<file path="config.mk">
export PLATFORM = sky130hd
export DESIGN_NAME = fifo_wr_arbiter_flat
export DESIGN_NICKNAME = d
export VERILOG_FILES = /design/src/rtl/fifo_wr_arbiter_if.sv /design/src/rtl/fifo_wr_arbiter.sv /design/src/flat_wrapper.sv
export SDC_FILE = /design/constraint.sdc
export NUM_CORES = 1
export LEC_CHECK = 0
export ABC_CLOCK_PERIOD_IN_PS = 8500
export CAP_MARGIN = 5
export CORE_ASPECT_RATIO = 0.6
export CORE_MARGIN = 3
export CORE_UTILIZATION = 48
export CTS_CLUSTER_DIAMETER = 80
export DETAILED_ROUTE_END_ITERATION = 10
export PLACE_DENSITY_LB_ADDON = 0.05
export SLEW_MARGIN = 20
export SYNTH_ARGS = -nofsm -noshare
export SYNTH_HDL_FRONTEND = slang
export SYNTH_SLANG_ARGS = --single-unit
</file>
<file path="constraint.sdc">
create_clock -name wr_clk -period 8.5 [get_ports wr_clk]
set_input_delay 2.125 -clock wr_clk [delete_from_list [all_inputs] [get_ports wr_clk]]
set_output_delay 2.125 -clock wr_clk [all_outputs]
set_load 0.1 [all_outputs]
</file>
<file path="src/rtl/fifo_wr_arbiter_if.sv">
// -----------------------------------------------------------------------------
// fifo_wr_arbiter_if
//   Bundles the producer handshakes, the async_fifo write port and the
//   debug/status outputs of fifo_wr_arbiter.
//
//   Signals:
//     req_valid  [NUM_REQ]             per-requester word available
//     req_data   [NUM_REQ*DATA_WIDTH]  packed data, requester i at [i*DATA_WIDTH +: DATA_WIDTH]
//     req_ready  [NUM_REQ]             per-requester accept
//     wr_en, din                       to async_fifo write port
//     full, wr_ack, wr_err             from async_fifo
//     gnt_valid, gnt_id[3]             current grant
//     xfer_cnt[16], err_cnt[8]         debug counters
//
//   Modports:
//     master : the arbiter
//     slave  : the environment (producers + FIFO)
// -----------------------------------------------------------------------------
interface fifo_wr_arbiter_if #(
  parameter int NUM_REQ    = 4,
  parameter int DATA_WIDTH = 8
);
  logic [NUM_REQ-1:0]            req_valid;
  logic [NUM_REQ*DATA_WIDTH-1:0] req_data;
  logic [NUM_REQ-1:0]            req_ready;
  logic                          wr_en;
  logic [DATA_WIDTH-1:0]         din;
  logic                          full;
  logic                          wr_ack;
  logic                          wr_err;
  logic                          gnt_valid;
  logic [2:0]                    gnt_id;
  logic [15:0]                   xfer_cnt;
  logic [7:0]                    err_cnt;

  modport master (
    input  req_valid, req_data, full, wr_ack, wr_err,
    output req_ready, wr_en, din, gnt_valid, gnt_id, xfer_cnt, err_cnt
  );

  modport slave (
    output req_valid, req_data, full, wr_ack, wr_err,
    input  req_ready, wr_en, din, gnt_valid, gnt_id, xfer_cnt, err_cnt
  );
endinterface

</file>
<file path="src/rtl/fifo_wr_arbiter.sv">
// -----------------------------------------------------------------------------
// fifo_wr_arbiter
//   Write-side scheduler for async_fifo (wr_clk domain only). Shares the single
//   FIFO write port among NUM_REQ valid/ready producers using round-robin
//   grants limited to MAX_BURST words each. Never writes while the FIFO is
//   full, and keeps debug counters of acknowledged writes and write errors.
//
//   Ports:
//     wr_clk  write-domain clock
//     clear   synchronous active-high reset
//     bus     fifo_wr_arbiter_if.master (handshakes, FIFO port, status)
// -----------------------------------------------------------------------------
module fifo_wr_arbiter #(
  parameter int NUM_REQ    = 4,
  parameter int DATA_WIDTH = 8,
  parameter int MAX_BURST  = 4
) (
  input logic                wr_clk,
  input logic                clear,
  fifo_wr_arbiter_if.master  bus
);

  localparam logic [0:0] IDLE  = 1'b0;
  localparam logic [0:0] GRANT = 1'b1;

  localparam logic [3:0] BURST_LAST = 4'(MAX_BURST - 1);
  localparam logic [2:0] LAST_ID    = 3'(NUM_REQ - 1);
  localparam logic [3:0] NUM_REQ_W  = 4'(NUM_REQ);

  logic [0:0]            state;
  logic [2:0]            gnt_id_q;
  logic [2:0]            rr_ptr;
  logic [3:0]            burst_cnt;
  logic [15:0]           xfer_q;
  logic [7:0]            err_q;

  logic                  gnt_valid;
  logic                  cur_valid;
  logic [DATA_WIDTH-1:0] cur_data;
  logic                  wr_en;
  logic                  grant_end;
  logic [2:0]            next_rr;
  logic [2:0]            search_base;
  logic [2*NUM_REQ-1:0]  rot_valid;
  logic [2:0]            pick_off;
  logic [3:0]            pick_sum;
  logic [2:0]            pick_id;
  logic                  any_valid;
  logic [NUM_REQ-1:0]    ready;

  assign gnt_valid = (state == GRANT);
  assign any_valid = |bus.req_valid;

  // Select the granted requester's valid/data with constant indices so the
  // 3-bit grant id never has to index a narrower vector directly.
  // NOTE: every always_comb output gets a default first, otherwise a path
  // that skips the assignment infers a latch.
  always_comb begin
    cur_valid = 1'b0;
    cur_data  = '0;
    ready     = '0;
    for (int i = 0; i < NUM_REQ; i++) begin
      if (gnt_id_q == 3'(i)) begin
        cur_valid = bus.req_valid[i];
        cur_data  = bus.req_data[i*DATA_WIDTH +: DATA_WIDTH];
        ready[i]  = gnt_valid & ~bus.full;
      end
    end
  end

  assign wr_en = gnt_valid & cur_valid & ~bus.full;

  // A full FIFO freezes the grant; otherwise it ends on the last word of the
  // burst or when the owner has nothing to send.
  assign grant_end = gnt_valid & ~bus.full &
                     (~cur_valid | (burst_cnt == BURST_LAST));

  assign next_rr = (gnt_id_q == LAST_ID) ? 3'd0 : gnt_id_q + 3'd1;

  // Round-robin search: rotate the valid vector so the search base sits at
  // bit 0 and take the lowest set bit. Starting at gnt_id+1 on grant end puts
  // the retiring requester last, so it only wins if nobody else is valid.
  always_comb begin
    search_base = grant_end ? next_rr : rr_ptr;
    rot_valid   = {bus.req_valid, bus.req_valid} >> search_base;
    pick_off    = 3'd0;
    for (int k = NUM_REQ - 1; k >= 0; k--) begin
      if (rot_valid[k]) pick_off = 3'(k);
    end
    pick_sum = {1'b0, search_base} + {1'b0, pick_off};
    pick_id  = (pick_sum >= NUM_REQ_W) ? 3'(pick_sum - NUM_REQ_W)
                                       : pick_sum[2:0];
  end

  // NOTE: sequential state uses non-blocking assignments so every register
  // samples the pre-edge values; clear is checked inside the clocked block,
  // making the reset synchronous.
  always_ff @(posedge wr_clk) begin
    if (clear) begin
      state     <= IDLE;
      gnt_id_q  <= 3'd0;
      rr_ptr    <= 3'd0;
      burst_cnt <= 4'd0;
    end else begin
      case (state)
        IDLE: begin
          if (any_valid) begin
            state     <= GRANT;
            gnt_id_q  <= pick_id;
            burst_cnt <= 4'd0;
          end
        end
        GRANT: begin
          if (grant_end) begin
            rr_ptr    <= next_rr;
            burst_cnt <= 4'd0;
            if (any_valid) begin
              gnt_id_q <= pick_id;
            end else begin
              state <= IDLE;
            end
          end else if (wr_en) begin
            burst_cnt <= burst_cnt + 4'd1;
          end
        end
        default: state <= IDLE;
      endcase
    end
  end

  // Debug counters track the FIFO's own responses, independent of the FSM.
  always_ff @(posedge wr_clk) begin
    if (clear) begin
      xfer_q <= 16'd0;
      err_q  <= 8'd0;
    end else begin
      if (bus.wr_ack) xfer_q <= xfer_q + 16'd1;
      if (bus.wr_err && (err_q != 8'hFF)) err_q <= err_q + 8'd1;
    end
  end

  assign bus.req_ready = ready;
  assign bus.wr_en     = wr_en;
  assign bus.din       = gnt_valid ? cur_data : '0;
  assign bus.gnt_valid = gnt_valid;
  assign bus.gnt_id    = gnt_id_q;
  assign bus.xfer_cnt  = xfer_q;
  assign bus.err_cnt   = err_q;

endmodule
</file>
<file path="src/flat_wrapper.sv">
// flat-port wrapper written by rule: the top's interface ports become plain ports
module fifo_wr_arbiter_flat 
#(
  parameter int NUM_REQ    = 4,
  parameter int DATA_WIDTH = 8,
  parameter int MAX_BURST  = 4
)
  (wr_clk, clear, bus_req_valid, bus_req_data, bus_full, bus_wr_ack, bus_wr_err, bus_req_ready, bus_wr_en, bus_din, bus_gnt_valid, bus_gnt_id, bus_xfer_cnt, bus_err_cnt);
  fifo_wr_arbiter_if #(.NUM_REQ(NUM_REQ), .DATA_WIDTH(DATA_WIDTH)) bus_i ();
  input logic wr_clk;
  input logic clear;
  input wire logic [$bits(bus_i.req_valid)-1:0] bus_req_valid;
  input wire logic [$bits(bus_i.req_data)-1:0] bus_req_data;
  input wire logic [$bits(bus_i.full)-1:0] bus_full;
  input wire logic [$bits(bus_i.wr_ack)-1:0] bus_wr_ack;
  input wire logic [$bits(bus_i.wr_err)-1:0] bus_wr_err;
  output wire logic [$bits(bus_i.req_ready)-1:0] bus_req_ready;
  output wire logic [$bits(bus_i.wr_en)-1:0] bus_wr_en;
  output wire logic [$bits(bus_i.din)-1:0] bus_din;
  output wire logic [$bits(bus_i.gnt_valid)-1:0] bus_gnt_valid;
  output wire logic [$bits(bus_i.gnt_id)-1:0] bus_gnt_id;
  output wire logic [$bits(bus_i.xfer_cnt)-1:0] bus_xfer_cnt;
  output wire logic [$bits(bus_i.err_cnt)-1:0] bus_err_cnt;
  assign bus_i.req_valid = bus_req_valid;
  assign bus_i.req_data = bus_req_data;
  assign bus_i.full = bus_full;
  assign bus_i.wr_ack = bus_wr_ack;
  assign bus_i.wr_err = bus_wr_err;
  assign bus_req_ready = bus_i.req_ready;
  assign bus_wr_en = bus_i.wr_en;
  assign bus_din = bus_i.din;
  assign bus_gnt_valid = bus_i.gnt_valid;
  assign bus_gnt_id = bus_i.gnt_id;
  assign bus_xfer_cnt = bus_i.xfer_cnt;
  assign bus_err_cnt = bus_i.err_cnt;
  fifo_wr_arbiter #(.NUM_REQ(NUM_REQ), .DATA_WIDTH(DATA_WIDTH), .MAX_BURST(MAX_BURST)) u_core (.wr_clk(wr_clk), .clear(clear), .bus(bus_i));
endmodule
</file>
==> results.cfg <==
[cts]
clock_path_buffers = 2
cts_tree = done
h-tree-depth = 2
clkTransAtPathRegs_ns = 0.07
cts_buffers = 5
postCtsSetupRepairBufs = 0
cts_sinks = 35
clkLatencyLatePin_ns = 0.28
ctsHoldBuffers = 0
root_buffer = clkbuf_8
cts_resized = 0

[setup_path]
cp.required_ns = 6.38
crit_buf_inv = 2
endpoint_kind = primary output
crit_path_top_delay_cell = clkdlybuf4s50_1
worstPathArrival_ns = 4.45
crit_start = bus_req_valid[0]
critical-path-top-delay-family = buffers and inverters
cp-start-kind = primary input
critPathKind = primary input to primary output
cpPeakStageDelay_ns = 1.13
crit_path_frequent_cell = clkdlybuf4s50_1
crit_chain = clkdlybuf4s50_1 > nand2_1 > o21ai_1 > a22oi_1 > nor2_1 > clkdlybuf4s50_1
r2r-start = u_core.bus.gnt_id[0]$_SDFFE_PP0P_
path_max_fanout = 7

[die]
io_pins = 82
core-area_um2 = 4300
dieArea_um2 = 5540
num_rows = 18
die_h_um = 58.9
die_w_um = 94.1
start_util_pct = 51.9

[global_route]
busiest_layer = met2
use_met1_pct = 31.8
gr-total-overflow = 0
antenna_found_initial = 0
grt_use_total_pct = 21.8
grt_max_degree = 36
use_met2_pct = 32.2
grt_pass1_vias = 2044
use_met3_pct = 5.49
grt_pass1_wl_um = 9670

[finish]
antenna_cells = 0
multiInputGateArea_um2 = 1450
n_fill_cell = 359
num-nets-final = 425
drive_gt1_share_pct = 4.80
syn_to_final_growth_pct = 41.3
final_util_pct = 73.4
ff_latch_area_um2 = 701

[synth]
yosys_warnings = 0
synth_cells = 300
yosys-top-cells-count = nor2_1 (69), a21oi_1 (39), dfxtp_1 (35)
synth_top_area_cell = dfxtp_1
synth_edf_count = 0
ys.flop_type = dfxtp_1
synth_area_um2 = 2230
synth.most_common_cell = nor2_1
synth_top_area_share_pct = 31.4
seq_area_frac_synth_pct = 31.4
ys_async_sr_fraction_pct = 0
yosys-top-cells-area = dfxtp_1 (31%), nor2_1 (12%), a21oi_1 (8.7%), xor2_1 (5.1%), nand2_1 (4.7%)
avgSynthCellArea_um2 = 7.45
yosys.cell_types.count = 43
syn-num-nets = 350
ys_ff_latch = 35

[routing]
wl_um = 5830
routed_via_density = 5.23
drtAntennaViolNets = 0
drt_iter0_markers = 94
post_drt_wl_per_cell_um = 13.4
route.detailed.drc = 0
first_pass_iters = 4
vias = 2277

[timing]
worst_slew_pin_slew_ns = 0.992
tns_ns = 0
maxSlewHeadroom_pct = 33.6
hold_violations = 0
rsz0062_at_grt = false
finalSetupViolCount = 0
fmax_ghz = 0.152
drv_slew = 0
fin_worst_skew_ns = 0.00507
period_share_pct = 77.4
final.min_clock_period_ns = 6.58
fin_ws_ns = 1.92

[place]
globalplace.congestion = 0.885
port_buffers = 81
preCtsSetupSlack_ns = 1.93
hpwl_um = 4520

[outcome]
status = finished, final reports clean

[min_path]
hold_path.class = flip-flop to flip-flop
hold_start = u_core.burst_cnt[1]$_SDFFE_PP0P_

[pwr]
powerDensity_nw_per_um2 = 192
power_mw = 0.605
leakage_nw = 1.24
ir_worst_vdd_mv = 0.113

[run]
maxCapViolations = 0
-- state kept, by name, summed over array words and instances, names as in the netlist --
| name | flops |
|---|---|
| u_core.burst_cnt | 4 |
| u_core.bus.err_cnt | 8 |
| u_core.bus.gnt_id | 3 |
| u_core.bus.gnt_valid | 1 |
| u_core.bus.xfer_cnt | 16 |
| u_core.rr_ptr | 3 |
-- final timing paths --
check / end / slack [ns] / cells after the start
setup reg to reg: u_core.bus.gnt_id[2]$_SDFFE_PP0P_ / 4.64 / 13
hold reg to reg: u_core.burst_cnt[1]$_SDFFE_PP0P_ / 0.48 / 2
setup / recovery: bus_wr_en / 1.92 / 6
hold / removal: u_core.burst_cnt[1]$_SDFFE_PP0P_ / 0.48 / 2
-- final cells by class --
type / count / share of cell area (%)
clock buffers: 6 / 2.61
clock inverters: 1 / 0.158
inverters: 6 / 0.713
multi-input cells: 245 / 46.0
flip-flops and latches: 35 / 22.2
well taps: 60 / 2.38
repair buffers: 82 / 25.9
-- power breakdown --
| group | leakage, nW | internal [mW] | switching [mW] |
|---|---|---|---|
| combinational | 0.910 | 0.0956 | 0.211 |
| clock | 0.0470 | 0.0635 | 0.0557 |
| sequential | 0.284 | 0.170 | 0.00914 |
| total | 1.24 | 0.329 | 0.276 |
-- metal layers --
layer  vias up  wire (um)  share of wire (%)
met4         0         41               0.70
met1      1025       2960                 51
met5         -          0                  0
met3         6        360                6.2
li1       1184          -                  -
met2        62       2470                 42
-- cell usage in the layout, fill, tap and decap left out, types with 5 or more instances in the layout --
master / count
nand4_1: 8
or3_1: 10
nor2_1: 69
nand3_1: 5
a21oi_1: 39
nand2_1: 28
and3_1: 7
o21ai_0: 11
clkbuf_8: 6
clkdlybuf4s50_1: 81
mux2i_1: 6
dfxtp_1: 35
xor2_1: 13
ha_1: 8
inv_1: 6
-- worst register-to-register path, delay by kind of cell (launching register included) --
kind	cells	cell delay, ns
adder cells (fa/ha/maj)	2	1.11
flip-flops	1	0.47
AO/OA/AOI/OAI	5	0.63
AND/OR/NAND/NOR	4	0.81
multiplexers	2	0.73
-- cells by family after synthesis --
family / count (synthesis) / synth area share (%)
mux: 9 / 4.70
buf+inv: 20 / 3.58
fa+ha+maj: 9 / 5.38
xor+xnor: 16 / 6.27
compound gates: 65 / 18.4
simple gates: 146 / 30.3
flops: 35 / 31.4
-- per-stage QoR --
| step | instance area [um2] | hold WS [ns] | cells |
|---|---|---|---|
| after floorplan | 2230 | 0.449 | 300 |
| after global placement | 3070 | 0.467 | 428 |
| after detailed placement | 3070 | 0.469 | 428 |
| after CTS | 3160 | 0.480 | 435 |
| after global routing | 3160 | 0.498 | 435 |
| final | 3160 | 0.481 | 435 |
No activity file was read; power rests on OpenSTA's default activity.
==> edit: new RTL, same flow settings <==
`NUM_REQ` is set to 4 in 3 places; all go to 8.
--- a/src/rtl/fifo_wr_arbiter_if.sv
+++ b/src/rtl/fifo_wr_arbiter_if.sv
@@ -19,3 +19,3 @@
 interface fifo_wr_arbiter_if #(
-  parameter int NUM_REQ    = 4,
+  parameter int NUM_REQ    = 8,
   parameter int DATA_WIDTH = 8
--- a/src/rtl/fifo_wr_arbiter.sv
+++ b/src/rtl/fifo_wr_arbiter.sv
@@ -13,3 +13,3 @@
 module fifo_wr_arbiter #(
-  parameter int NUM_REQ    = 4,
+  parameter int NUM_REQ    = 8,
   parameter int DATA_WIDTH = 8,
--- a/src/flat_wrapper.sv
+++ b/src/flat_wrapper.sv
@@ -3,3 +3,3 @@
 #(
-  parameter int NUM_REQ    = 4,
+  parameter int NUM_REQ    = 8,
   parameter int DATA_WIDTH = 8,
Ports: changed (resized bus_req_data, bus_req_ready and bus_req_valid); port bits go from 82 to 122. No check against the original RTL was run, so the function may have changed too.
==> edit against the original RTL <==
- sequential cell count stayed put
- largest cell class unchanged
- critical path type unchanged
- cell area is 43% higher
- clock skew is 0.0023 ns higher
- worst hold slack better by 0.028 ns
- highest routed layer unchanged
- area after synthesis is 43% higher
- power is 120% higher
- setup slack worse by 0.57 ns
- wire length is 79% higher
==> edit: results (changes against the original RTL) <==
metric,value,unit,change
place_hpwl,7960,um,was 4520 um
rr_worst_depth,17,,was 13
r2r-start,u_core.bus.gnt_id[2],,was u_core.bus.gnt_id[0]
grt_pass1_wl,16800,um,was 9670 um
wirelength,10500,um,was 5830 um
dr.pass1.iters,6,,was 4
cp.arrival,5.02,ns,was 4.45 ns
vias_per_cell,5.83,,was 5.23
slowest_delay,1.15,ns,was 1.13 ns
finalClockSkew,0.00737,ns,was 0.00507 ns
p_switching,0.733,mW,was 0.276 mW
synth_seq_area_share,21.9,%,was 31.4%
total_leakage_power,1.76,nW,was 1.24 nW
tightestPinTransition,1.00,ns,was 0.992 ns
comb_power,0.987,mW,was 0.306 mW
synth.area.top_cells,"dfxtp_1 (22%), nor2_1 (7.3%), nand2_1 (5.4%), a21oi_1 (4.7%), xor2_1 (4.6%)",,"was dfxtp_1 (31%), nor2_1 (12%), a21oi_1 (8.7%), xor2_1 (5.1%), nand2_1 (4.7%)"
regToRegSetupSlack,3.04,ns,was 4.64 ns
cp_max_fo,6,,was 7
syn_nets,520,,was 350
numPortBuffers,121,,was 81
p_seq_share,15.1,%,was 29.7%
clock_latency,0.30,ns,was 0.28 ns
grt_pass1_vias,3369,,"was 2,044"
synthDistinctLibCells,68,,was 43
grt_max_degree,39,,was 36
status,finished clean,,unchanged
nets,626,,was 425
pg_seq,0.199,mW,was 0.179 mW
synth_common_cells,"nor2_1 (62), nand2_1 (46), dfxtp_1 (35)",,"was nor2_1 (69), a21oi_1 (39), dfxtp_1 (35)"
vdd_drop_max,225,uV,was 113 uV
[edit: cell count changes after synthesis, moves of 9 or more]
cell	delta
a22oi_1	+10
clkbuf_1	+11
o21ai_0	+11
inv_1	+9
a21oi_1	-9
nand2_1	+18
[edit: layer usage]
layer  wire [um]  GRT usage, %  vias to the layer above
met4         137          5.40                        0
met2        4600          39.7                      178
met5           0             0                        -
met1        4810          36.0                     1655
met3         920          7.59                       17
li1            -             -                     1785
[edit: how the worst max path moves through the flow]
stage,from,slack [ns],endpoint
CTS,bus_req_data[2],1.36,bus_din[2]
global placement,bus_req_valid[1],1.38,bus_wr_en
detailed placement,bus_req_data[2],1.36,bus_din[2]
finish,bus_req_valid[1],1.35,bus_wr_en
floorplan,bus_req_valid[1],1.90,bus_wr_en
global route,bus_req_data[2],1.19,bus_din[2]
[edit: area by class of cell]
type / count / area (um2)
well taps: 84 / 105
repair buffers: 123 / 1230
fillers: 507 / 1750
clock inverters: 2 / 16.3
clock buffers: 6 / 82.6
inverters: 16 / 60.1
flip-flops and latches: 35 / 701
multi-input cells: 357 / 2340
[edit: cells by family after synthesis]
| logic type | Yosys count | share of synthesized area, % |
|---|---|---|
| AOI/OAI and AO/OA | 126 | 28.3 |
| muxes | 18 | 6.21 |
| adders and majority gates | 11 | 4.53 |
| DFF | 35 | 21.9 |
| and+or+nand+nor | 179 | 27.5 |
| buffers and inverters | 40 | 5.31 |
| xor gates and xnor gates | 23 | 6.28 |
[edit: per-stage QoR]
stage,hold WS [ns],cells,setup slack [ns]
after floorplan,0.449,432,1.90
after global placement,0.463,615,1.38
after detailed placement,0.501,615,1.36
after CTS,0.511,623,1.36
after global routing,0.529,623,1.19
final,0.509,623,1.35
